## config.mk

```make
export PLATFORM = sky130hd
export DESIGN_NAME = vga_dac_ctrl
export DESIGN_NICKNAME = d
export VERILOG_FILES = /design/src/rtl/vga_dac_pkg.sv /design/src/rtl/vga_timing.sv /design/src/rtl/vga_dac_ctrl.sv
export SDC_FILE = /design/constraint.sdc
export NUM_CORES = 1
export LEC_CHECK = 0
export CAP_MARGIN = 20
export CORE_UTILIZATION = 56
export CTS_BUF_LIST = sky130_fd_sc_hd__clkbuf_4 sky130_fd_sc_hd__clkbuf_8 sky130_fd_sc_hd__clkbuf_16
export CTS_CLUSTER_SIZE = 16
export DETAILED_ROUTE_END_ITERATION = 12
export HOLD_SLACK_MARGIN = 0.03
export PLACE_DENSITY = 0.8
export RECOVER_POWER = 100
export SLEW_MARGIN = 20
export SYNTH_ARGS = -nofsm -noshare
export SYNTH_HDL_FRONTEND = slang
export SYNTH_SLANG_ARGS = --single-unit
```

## constraint.sdc

```tcl
create_clock -name clk -period 3 [get_ports clk]
set_input_delay 0.6 -clock clk [delete_from_list [all_inputs] [get_ports clk]]
set_output_delay 0.6 -clock clk [all_outputs]
set_load 0.005 [all_outputs]
```

## src/rtl/vga_dac_pkg.sv

```systemverilog
// Shared definitions for the VGA R2R DAC controller: pattern mode encoding,
// default 640x480 timing and a counter-width helper.
package vga_dac_pkg;

   typedef enum logic [1:0] {
      BARS  = 2'd0,
      GRAD  = 2'd1,
      CHECK = 2'd2,
      SOLID = 2'd3
   } mode_e;

   localparam int DEF_H_ACTIVE = 640;
   localparam int DEF_H_FP     = 16;
   localparam int DEF_H_SYNC   = 96;
   localparam int DEF_H_BP     = 48;
   localparam int DEF_V_ACTIVE = 480;
   localparam int DEF_V_FP     = 10;
   localparam int DEF_V_SYNC   = 2;
   localparam int DEF_V_BP     = 33;

   // Bits needed to hold 0..total-1, never less than one.
   function automatic int cnt_width(input int total);
      return (total > 1) ? $clog2(total) : 1;
   endfunction

endpackage

```

## src/rtl/vga_timing.sv

```systemverilog
// Horizontal/vertical pixel counters with wrap logic and the raw (active-high)
// sync and blank region decode; polarity and output registering are done by the top.
module vga_timing #(
   parameter int H_ACTIVE = 640,
   parameter int H_FP     = 16,
   parameter int H_SYNC   = 96,
   parameter int H_BP     = 48,
   parameter int V_ACTIVE = 480,
   parameter int V_FP     = 10,
   parameter int V_SYNC   = 2,
   parameter int V_BP     = 33,
   parameter int HW       = 10,
   parameter int VW       = 10
) (
   input  logic          clk,
   input  logic          rst_n,
   input  logic          ena,
   output logic [HW-1:0] h,
   output logic [VW-1:0] v,
   output logic          hblank_c,
   output logic          vblank_c,
   output logic          hsync_c,
   output logic          vsync_c,
   output logic          frame_start,
   output logic          frame_end
);

   localparam int H_TOTAL = H_ACTIVE + H_FP + H_SYNC + H_BP;
   localparam int V_TOTAL = V_ACTIVE + V_FP + V_SYNC + V_BP;
   localparam int HS_BEG  = H_ACTIVE + H_FP;
   localparam int HS_END  = HS_BEG + H_SYNC;
   localparam int VS_BEG  = V_ACTIVE + V_FP;
   localparam int VS_END  = VS_BEG + V_SYNC;

   logic [31:0] h_w;
   logic [31:0] v_w;
   logic        h_last;
   logic        v_last;

   // Compare in 32 bits so bounds equal to 2**HW never truncate.
   assign h_w    = 32'(h);
   assign v_w    = 32'(v);
   assign h_last = (h_w == 32'(H_TOTAL - 1));
   assign v_last = (v_w == 32'(V_TOTAL - 1));

   always_ff @(posedge clk or negedge rst_n) begin
      if (!rst_n) begin
         h <= '0;
         v <= '0;
      end else if (ena) begin
         if (h_last) begin
            h <= '0;
            v <= v_last ? '0 : v + VW'(1);
         end else begin
            h <= h + HW'(1);
         end
      end
   end

   assign hblank_c    = (h_w >= 32'(H_ACTIVE));
   assign vblank_c    = (v_w >= 32'(V_ACTIVE));
   assign hsync_c     = (h_w >= 32'(HS_BEG)) && (h_w < 32'(HS_END));
   assign vsync_c     = (v_w >= 32'(VS_BEG)) && (v_w < 32'(VS_END));
   assign frame_start = (h_w == 32'd0) && (v_w == 32'd0);
   assign frame_end   = h_last && v_last;

endmodule

```

## src/rtl/vga_dac_ctrl.sv

```systemverilog
// VGA test-pattern generator driving three R2R DACs: pattern select, frame
// counter and the single output register stage that keeps all outputs aligned.
module vga_dac_ctrl
   import vga_dac_pkg::*;
#(
   parameter int BPC      = 8,
   parameter int H_ACTIVE = DEF_H_ACTIVE,
   parameter int H_FP     = DEF_H_FP,
   parameter int H_SYNC   = DEF_H_SYNC,
   parameter int H_BP     = DEF_H_BP,
   parameter int V_ACTIVE = DEF_V_ACTIVE,
   parameter int V_FP     = DEF_V_FP,
   parameter int V_SYNC   = DEF_V_SYNC,
   parameter int V_BP     = DEF_V_BP,
   parameter bit SYNC_POL = 1'b0
) (
   input  logic           clk,
   input  logic           rst_n,
   input  logic           ena,
   input  logic [1:0]     mode,
   input  logic           anim,
   output logic [BPC-1:0] r,
   output logic [BPC-1:0] g,
   output logic [BPC-1:0] b,
   output logic           hsync,
   output logic           vsync,
   output logic           hblank,
   output logic           vblank,
   output logic [7:0]     frame
);

   localparam int H_TOTAL = H_ACTIVE + H_FP + H_SYNC + H_BP;
   localparam int V_TOTAL = V_ACTIVE + V_FP + V_SYNC + V_BP;
   localparam int HW      = cnt_width(H_TOTAL);
   localparam int VW      = cnt_width(V_TOTAL);
   localparam int BAR_W   = (H_ACTIVE >= 8) ? H_ACTIVE / 8 : 1;
   localparam logic [BPC-1:0] HALF = {1'b1, {(BPC-1){1'b0}}};

   logic [HW-1:0]  h;
   logic [VW-1:0]  v;
   logic           hblank_c;
   logic           vblank_c;
   logic           hsync_c;
   logic           vsync_c;
   logic           frame_start;
   logic           frame_end;

   mode_e          mode_q;
   mode_e          mode_eff;
   logic [7:0]     frame_cnt;
   logic [31:0]    h_w;
   logic [31:0]    v_w;
   logic [2:0]     bar_k;
   logic [BPC-1:0] pat_r;
   logic [BPC-1:0] pat_g;
   logic [BPC-1:0] pat_b;

   vga_timing #(
      .H_ACTIVE (H_ACTIVE),
      .H_FP     (H_FP),
      .H_SYNC   (H_SYNC),
      .H_BP     (H_BP),
      .V_ACTIVE (V_ACTIVE),
      .V_FP     (V_FP),
      .V_SYNC   (V_SYNC),
      .V_BP     (V_BP),
      .HW       (HW),
      .VW       (VW)
   ) u_timing (
      .clk         (clk),
      .rst_n       (rst_n),
      .ena         (ena),
      .h           (h),
      .v           (v),
      .hblank_c    (hblank_c),
      .vblank_c    (vblank_c),
      .hsync_c     (hsync_c),
      .vsync_c     (vsync_c),
      .frame_start (frame_start),
      .frame_end   (frame_end)
   );

   // A request present on the frame-start cycle already drives pixel (0,0).
   assign mode_eff = frame_start ? mode_e'(mode) : mode_q;
   assign h_w      = 32'(h);
   assign v_w      = 32'(v);

   always_ff @(posedge clk or negedge rst_n) begin
      if (!rst_n) begin
         mode_q    <= BARS;
         frame_cnt <= 8'd0;
      end else if (ena) begin
         if (frame_start) mode_q <= mode_e'(mode);
         if (frame_end && anim) frame_cnt <= frame_cnt + 8'd1;
      end
   end

   always_comb begin
      pat_r = '0;
      pat_g = '0;
      pat_b = '0;
      bar_k = 3'(h_w / 32'(BAR_W));
      case (mode_eff)
         BARS: begin
            pat_r = {BPC{bar_k[2]}};
            pat_g = {BPC{bar_k[1]}};
            pat_b = {BPC{bar_k[0]}};
         end
         GRAD: begin
            pat_r = BPC'(h_w + 32'(frame_cnt));
            pat_g = BPC'(v_w);
            pat_b = pat_r ^ pat_g;
         end
         CHECK: begin
            pat_r = {BPC{h_w[5] ^ v_w[5]}};
            pat_g = {BPC{h_w[5] ^ v_w[5]}};
            pat_b = {BPC{h_w[5] ^ v_w[5]}};
         end
         SOLID: begin
            pat_r = HALF;
            pat_g = HALF;
            pat_b = HALF;
         end
         default: ;
      endcase
      if (hblank_c || vblank_c) begin
         pat_r = '0;
         pat_g = '0;
         pat_b = '0;
      end
   end

   // Paused cycles present the same idle picture as reset while frame holds.
   always_ff @(posedge clk or negedge rst_n) begin
      if (!rst_n) begin
         r      <= '0;
         g      <= '0;
         b      <= '0;
         hsync  <= ~SYNC_POL;
         vsync  <= ~SYNC_POL;
         hblank <= 1'b1;
         vblank <= 1'b1;
         frame  <= 8'd0;
      end else if (ena) begin
         r      <= pat_r;
         g      <= pat_g;
         b      <= pat_b;
         hsync  <= hsync_c ? SYNC_POL : ~SYNC_POL;
         vsync  <= vsync_c ? SYNC_POL : ~SYNC_POL;
         hblank <= hblank_c;
         vblank <= vblank_c;
         frame  <= frame_cnt;
      end else begin
         r      <= '0;
         g      <= '0;
         b      <= '0;
         hsync  <= ~SYNC_POL;
         vsync  <= ~SYNC_POL;
         hblank <= 1'b1;
         vblank <= 1'b1;
         frame  <= frame_cnt;
      end
   end

endmodule

```

**Yosys cells after proc, flatten, opt, wreduce, memory -nomap -nowiden**

Cells that the tools add are included.

- Logic and storage cells: 59
- Output and inout port bits: 36
- Flip-flop bits (word level): 66

- Mux-type cells: 18
- Add/subtract/negate cells: 4
- Order comparisons: 6
- Reductions and logical operators: 11
- Bitwise operators: 2
- Div/mod/pow operators: 1
- Eq/ne operators: 5

Operator list:

| kind | number |
|---|---|
| $pmux 8 s4 | 3 |
| $logic_not 32->1 | 2 |
| $mux 8 | 6 |
| $div 10x7->32 const B | 1 |
| $add 10x1->10 const B | 2 |
| $eq 10x10->1 const B | 2 |
| $ge 10x10->1 const B | 2 |
| $ge 10x9->1 const B | 2 |
| $mux 10 | 2 |
| $lt 10x10->1 const B | 1 |
| $lt 10x9->1 const B | 1 |
| $add 8x1->8 const B | 1 |
| $add 8x8->8 | 1 |
| $xor 8x8->8 | 1 |
| $mux 1 | 6 |
| $logic_and 1x1->1 | 5 |
| $eq 2x2->1 const B | 2 |
| $reduce_and 2->1 | 2 |
| $eq 2x1->1 const B | 1 |
| $logic_not 2->1 | 1 |
| $mux 2 | 1 |
| $logic_or 1x1->1 | 1 |
| $xor 1x1->1 | 1 |

**Longest topological paths before layout**

- Depth after elaboration: 7
- Gate-level depth with buffers: 10

**Modules after synthesis**

A second synthesis with hierarchy kept.

- Cell total of the unflattened synthesis: 374
- Area, all modules: 3703.6 µm²

Modules (own cells, without submodules):

| module | times used | area an instance (µm²) | cells an instance | seq. area each (µm²) |
|---|---|---|---|---|
| vga_dac_ctrl | 1 | 2487.4 | 245 | 1156.1 |
| vga_timing | 1 | 1216.2 | 129 | 500.5 |

**Worst setup path before layout**

Ideal clock, no wire load.

- Path kind: register to register
- Start: register u_timing.h[7]
- End: register b[0]
- Slack: 0.388 ns
- Path buffers: 2
- Arrival: 2.473 ns
- Cell stages (with the launch flop): 11
- Path through: dfrtp_1 > buf_1 > or2_2 > ha_1 > nor2b_1 > clkbuf_1 > a311oi_1 > a211o_1 > a21o_1 > a211oi_4 > a211oi_1

- Longest elaborated chain between the ends: 7
- Elaborated cells between the ends (all ways): 13
- Classes of those cells: 1 x div; 1 x order compare; 3 x eq/ne; 4 x mux; 4 x reduce/logical

RTL lines:

| element | RTL line | text |
|---|---|---|
| from (decl) | vga_timing.sv:18 | `output logic [HW-1:0] h,` |
| from (signal assigned) | vga_timing.sv:55 | `h <= h + HW'(1);` |
| branches (longest 5 deep; another with $div 10x7->32) | n/a |  |
| $mux 8 (*) | vga_dac_ctrl.sv:126 | `if (hblank_c \|\| vblank_c) begin` |
| $mux 8 (*) | vga_dac_ctrl.sv:144 | `end else if (ena) begin` |
| to (signal assigned) | vga_dac_ctrl.sv:147 | `b <= pat_b;` |
| to (decl) | vga_dac_ctrl.sv:24 | `output logic [BPC-1:0] b,` |

Mark *: on every way between the ends.
A chain may end at the register's enable or synchronous reset.

**Worst setup path in the final report**

- Start: register u_timing.h[7]
- End: register b[5]

The elaborated chain is that of the path after synthesis.

==> qor.csv <==
stage,metric,value,unit
synth,synth_ff_type,dfrtp_1,
finish,nNetsFinal,428,
detailed_routing,ant_nets,0,
synth,syn_area_per_cell,9.87,µm²
hold_path,whs_endpoint,frame[6],
sta,rsz0062_at_grt,false,
grt,first_global_vias,2709,
power,switchingPower,0.975,mW
cts,path_clk_slew,0.08,ns
sta,setup_violations,0,
outcome,outcome,finished with violations,
sta,tns,0,ns
cts,tritoncts,done,
cts,cts.htree.levels,3,
grt,grt-ovfl-total,0,
hold_path,min_from,frame_cnt[6],
detailed_routing,drtIter0Drc,272,
setup_path,worst-path-max-fanout,8,
cts,clkSinkCount,66,
floorplanning,core_area,6310,µm²
setup_path,cp_slowest_cell,a211oi_4,
placed_design,dp_hpwl,5540,µm
setup_path,rrSetupSlack,0.33,ns
finish,fillers,474,
power,p_leak,1.98,nW
floorplanning,rows,29,
synth,async_reset_ff_share,100,%
power,irDropWorstVdd,0.427,mV
floorplanning,die_h,82.8,µm
setup_path,arrival,2.88,ns
finish,syn_to_final_growth,17.8,%
detailed_routing,wl_per_cell,16.1,µm
synth,yosys_register_bits,66,
setup_path,max_stage_delay,0.40,ns
cts,cts_setup_buffers,0,
grt,antenna_found_initial,0,
setup_path,critPathKind,register to register,
cts,clk_path_buf_depth,2,
synth,syn_inst,370,
detailed_routing,viasPerCell,5.77,
finish,n_antenna_cell,0,
synth,synth_edf_count,0,
setup_path,r2r-end,b[5],
finish,mostFrequentLayoutCells,"62 x dfrtp_1, 54 x nand2_1, 37 x dlygate4sd3_1",
sta,fin_crit_sh,89.0,%
floorplanning,start_util,57.9,%
power,power.internal,1.94,mW
placed_design,gp_congestion,0.859,
placed_design,place_ws,0.313,ns
sta,hold_viol_final,0,
cts,ctsResizeCount,0,
setup_path,cp-start-kind,register,
setup_path,r2r_cells,8,
hold_path,hold_path_depth,0,
power,pwr-share-comb,31.0,%
placed_design,port-buffer-count,41,
synth,synth_cell_type_count,57,
sta,relSlewSlack,-6.72,%
sta,skew,0.00910,ns
cts,hold_buffers,0,
hold_path,hold_path.class,register to register,
synth,yosys_warnings,0,
detailed_routing,routed_wl,7880,µm
finish,final_common_cell,dfrtp_1,
sta,finalCriticalPeriod,2.67,ns
power,p_clk_share,29.3,%
power,power_density,678,nW/µm²
setup_path,worstReg2RegStart,u_timing.h[7],
cts,cts_buffers,9,
power,p_sw_share,33.4,%
setup_path,endpoint_kind,register,
cts,clk_latency,0.35,ns
sta,fmax,0.374,GHz
setup_path,required,3.21,ns
detailed_routing,vias,2820,
grt,grt_pass1_wl,13100,µm
floorplanning,dieArea,6850,µm²
power,seqPwrFrac,39.7,%
synth,syn_area,3650,µm²
setup_path,crit_chain,or2_2 -> ha_1 -> nor2b_1 -> a311oi_1 -> a211o_1 -> a21o_1 -> a211oi_4 -> a211oi_1,
floorplanning,die_x,82.8,µm
grt,track_usage,26.2,%
grt,grt_max_degree,67,
finish,layout-drive-gt1-share,9.22,%
detailed_routing,drc,0,
synth,yosysSeqAreaShare,45.3,%
cts,root_buffer,clkbuf_8,
sta,worst_slew_pin_slew,1.60,ns
detailed_routing,dr.pass1.iters,4,
synth,syn_nets,391,
sta,setup_ws,0.329,ns
outcome,violations,"max-capacitance violations, max-slew violations",
sta,drv_slew,67,
flow_run,drv_cap,1,
floorplanning,ioPinCount,42,
[cell usage after synthesis, drive strengths merged, types with 5 or more instances]
library cell / number / share of area [%]
clkbuf: 6 / 0.62
a211oi: 11 / 2.6
xnor2: 21 / 5.0
nor4: 5 / 1.8
nand3: 7 / 0.96
nor2: 16 / 1.6
nand4: 12 / 2.2
buf: 18 / 2.6
dfrtp: 62 / 42
mux2: 5 / 1.5
o21ai: 17 / 2.3
a21oi: 26 / 3.6
and3: 7 / 1.3
xor2: 16 / 3.8
ha: 14 / 4.8
nand2: 54 / 5.5
nand2b: 10 / 1.7
inv: 9 / 0.92
[power groups by stage]
stage / clock, mW / sequential, mW / combinational [mW]
6_report: 0.855 / 1.16 / 0.906
5_1_grt: 0.898 / 1.18 / 1.01
4_1_cts: 0.863 / 1.16 / 0.949
3_5_place_dp: 0 / 1.18 / 0.941
3_3_place_gp: 0 / 1.17 / 0.909
2_1_floorplan: 0 / 1.13 / 0.630
[state kept, by name (all words and copies together) (netlist names)]
signal,count
b,8
frame,8
frame_cnt,8
g,8
hblank,1
hsync,1
mode_q,2
r,8
u_timing.h,10
u_timing.v,10
vblank,1
vsync,1
[worst max-delay path by stage]
stage | start | endpoint | slack (ns)
global route | u_timing.h[7] | b[5] | 0.15
detailed placement | ena | frame_cnt[5] | 0.31
global placement | ena | frame_cnt[5] | 0.42
floorplan | u_timing.h[7] | b[0] | 0.39
finish | u_timing.h[7] | b[5] | 0.33
CTS | u_timing.h[7] | b[5] | 0.33
[per-stage QoR]
step	total power, mW	hold WS (ns)	area (µm²)	std cells	utilization, %
after floorplan	1.76	0.304	3650	370	-
after global placement	2.08	0.448	4120	473	65.2
after detailed placement	2.12	0.457	4120	473	65.2
after CTS	2.98	0.271	4340	489	68.8
after global routing	3.09	0.492	4300	489	68.2
final	2.92	0.479	4300	489	68.2
[final cells by class]
cell class | instances | area [µm²] | area share (%)
Clock inverter | 6 | 90.1 | 2.09
Inverter | 9 | 33.8 | 0.785
Tap cell | 77 | 96.3 | 2.24
Clock buffer | 10 | 138 | 3.20
Sequential cell | 66 | 1660 | 38.5
Timing Repair Buffer | 50 | 463 | 10.8
Multi-Input combinational cell | 271 | 1830 | 42.4
[critical path: cells and delay by family (launching register included)]
kind                       cells  cell delay (ns)
adders and majority gates      1             0.32
DFF                            1             0.37
AOI/OAI and AO/OA              5             1.15
and+or+nand+nor                2             0.70
[layer usage]
layer,global-route usage (%),vias up,routed length [µm]
met3,5.03,18,347
met4,12.8,0,197
met5,0,-,0
li1,-,1376,-
met2,41.0,71,3750
met1,34.9,1355,3580
[kinds of logic after synthesis]
family	count (synthesis)	synth area share, %
xor gates and xnor gates	38	9.49
and+or+nand+nor	131	19.3
muxes	7	2.09
DFF	66	45.3
AOI/OAI and AO/OA	80	14.2
adders and majority gates	15	5.34
buffers and inverters	33	4.18
Power figures use the tool's default switching activity.
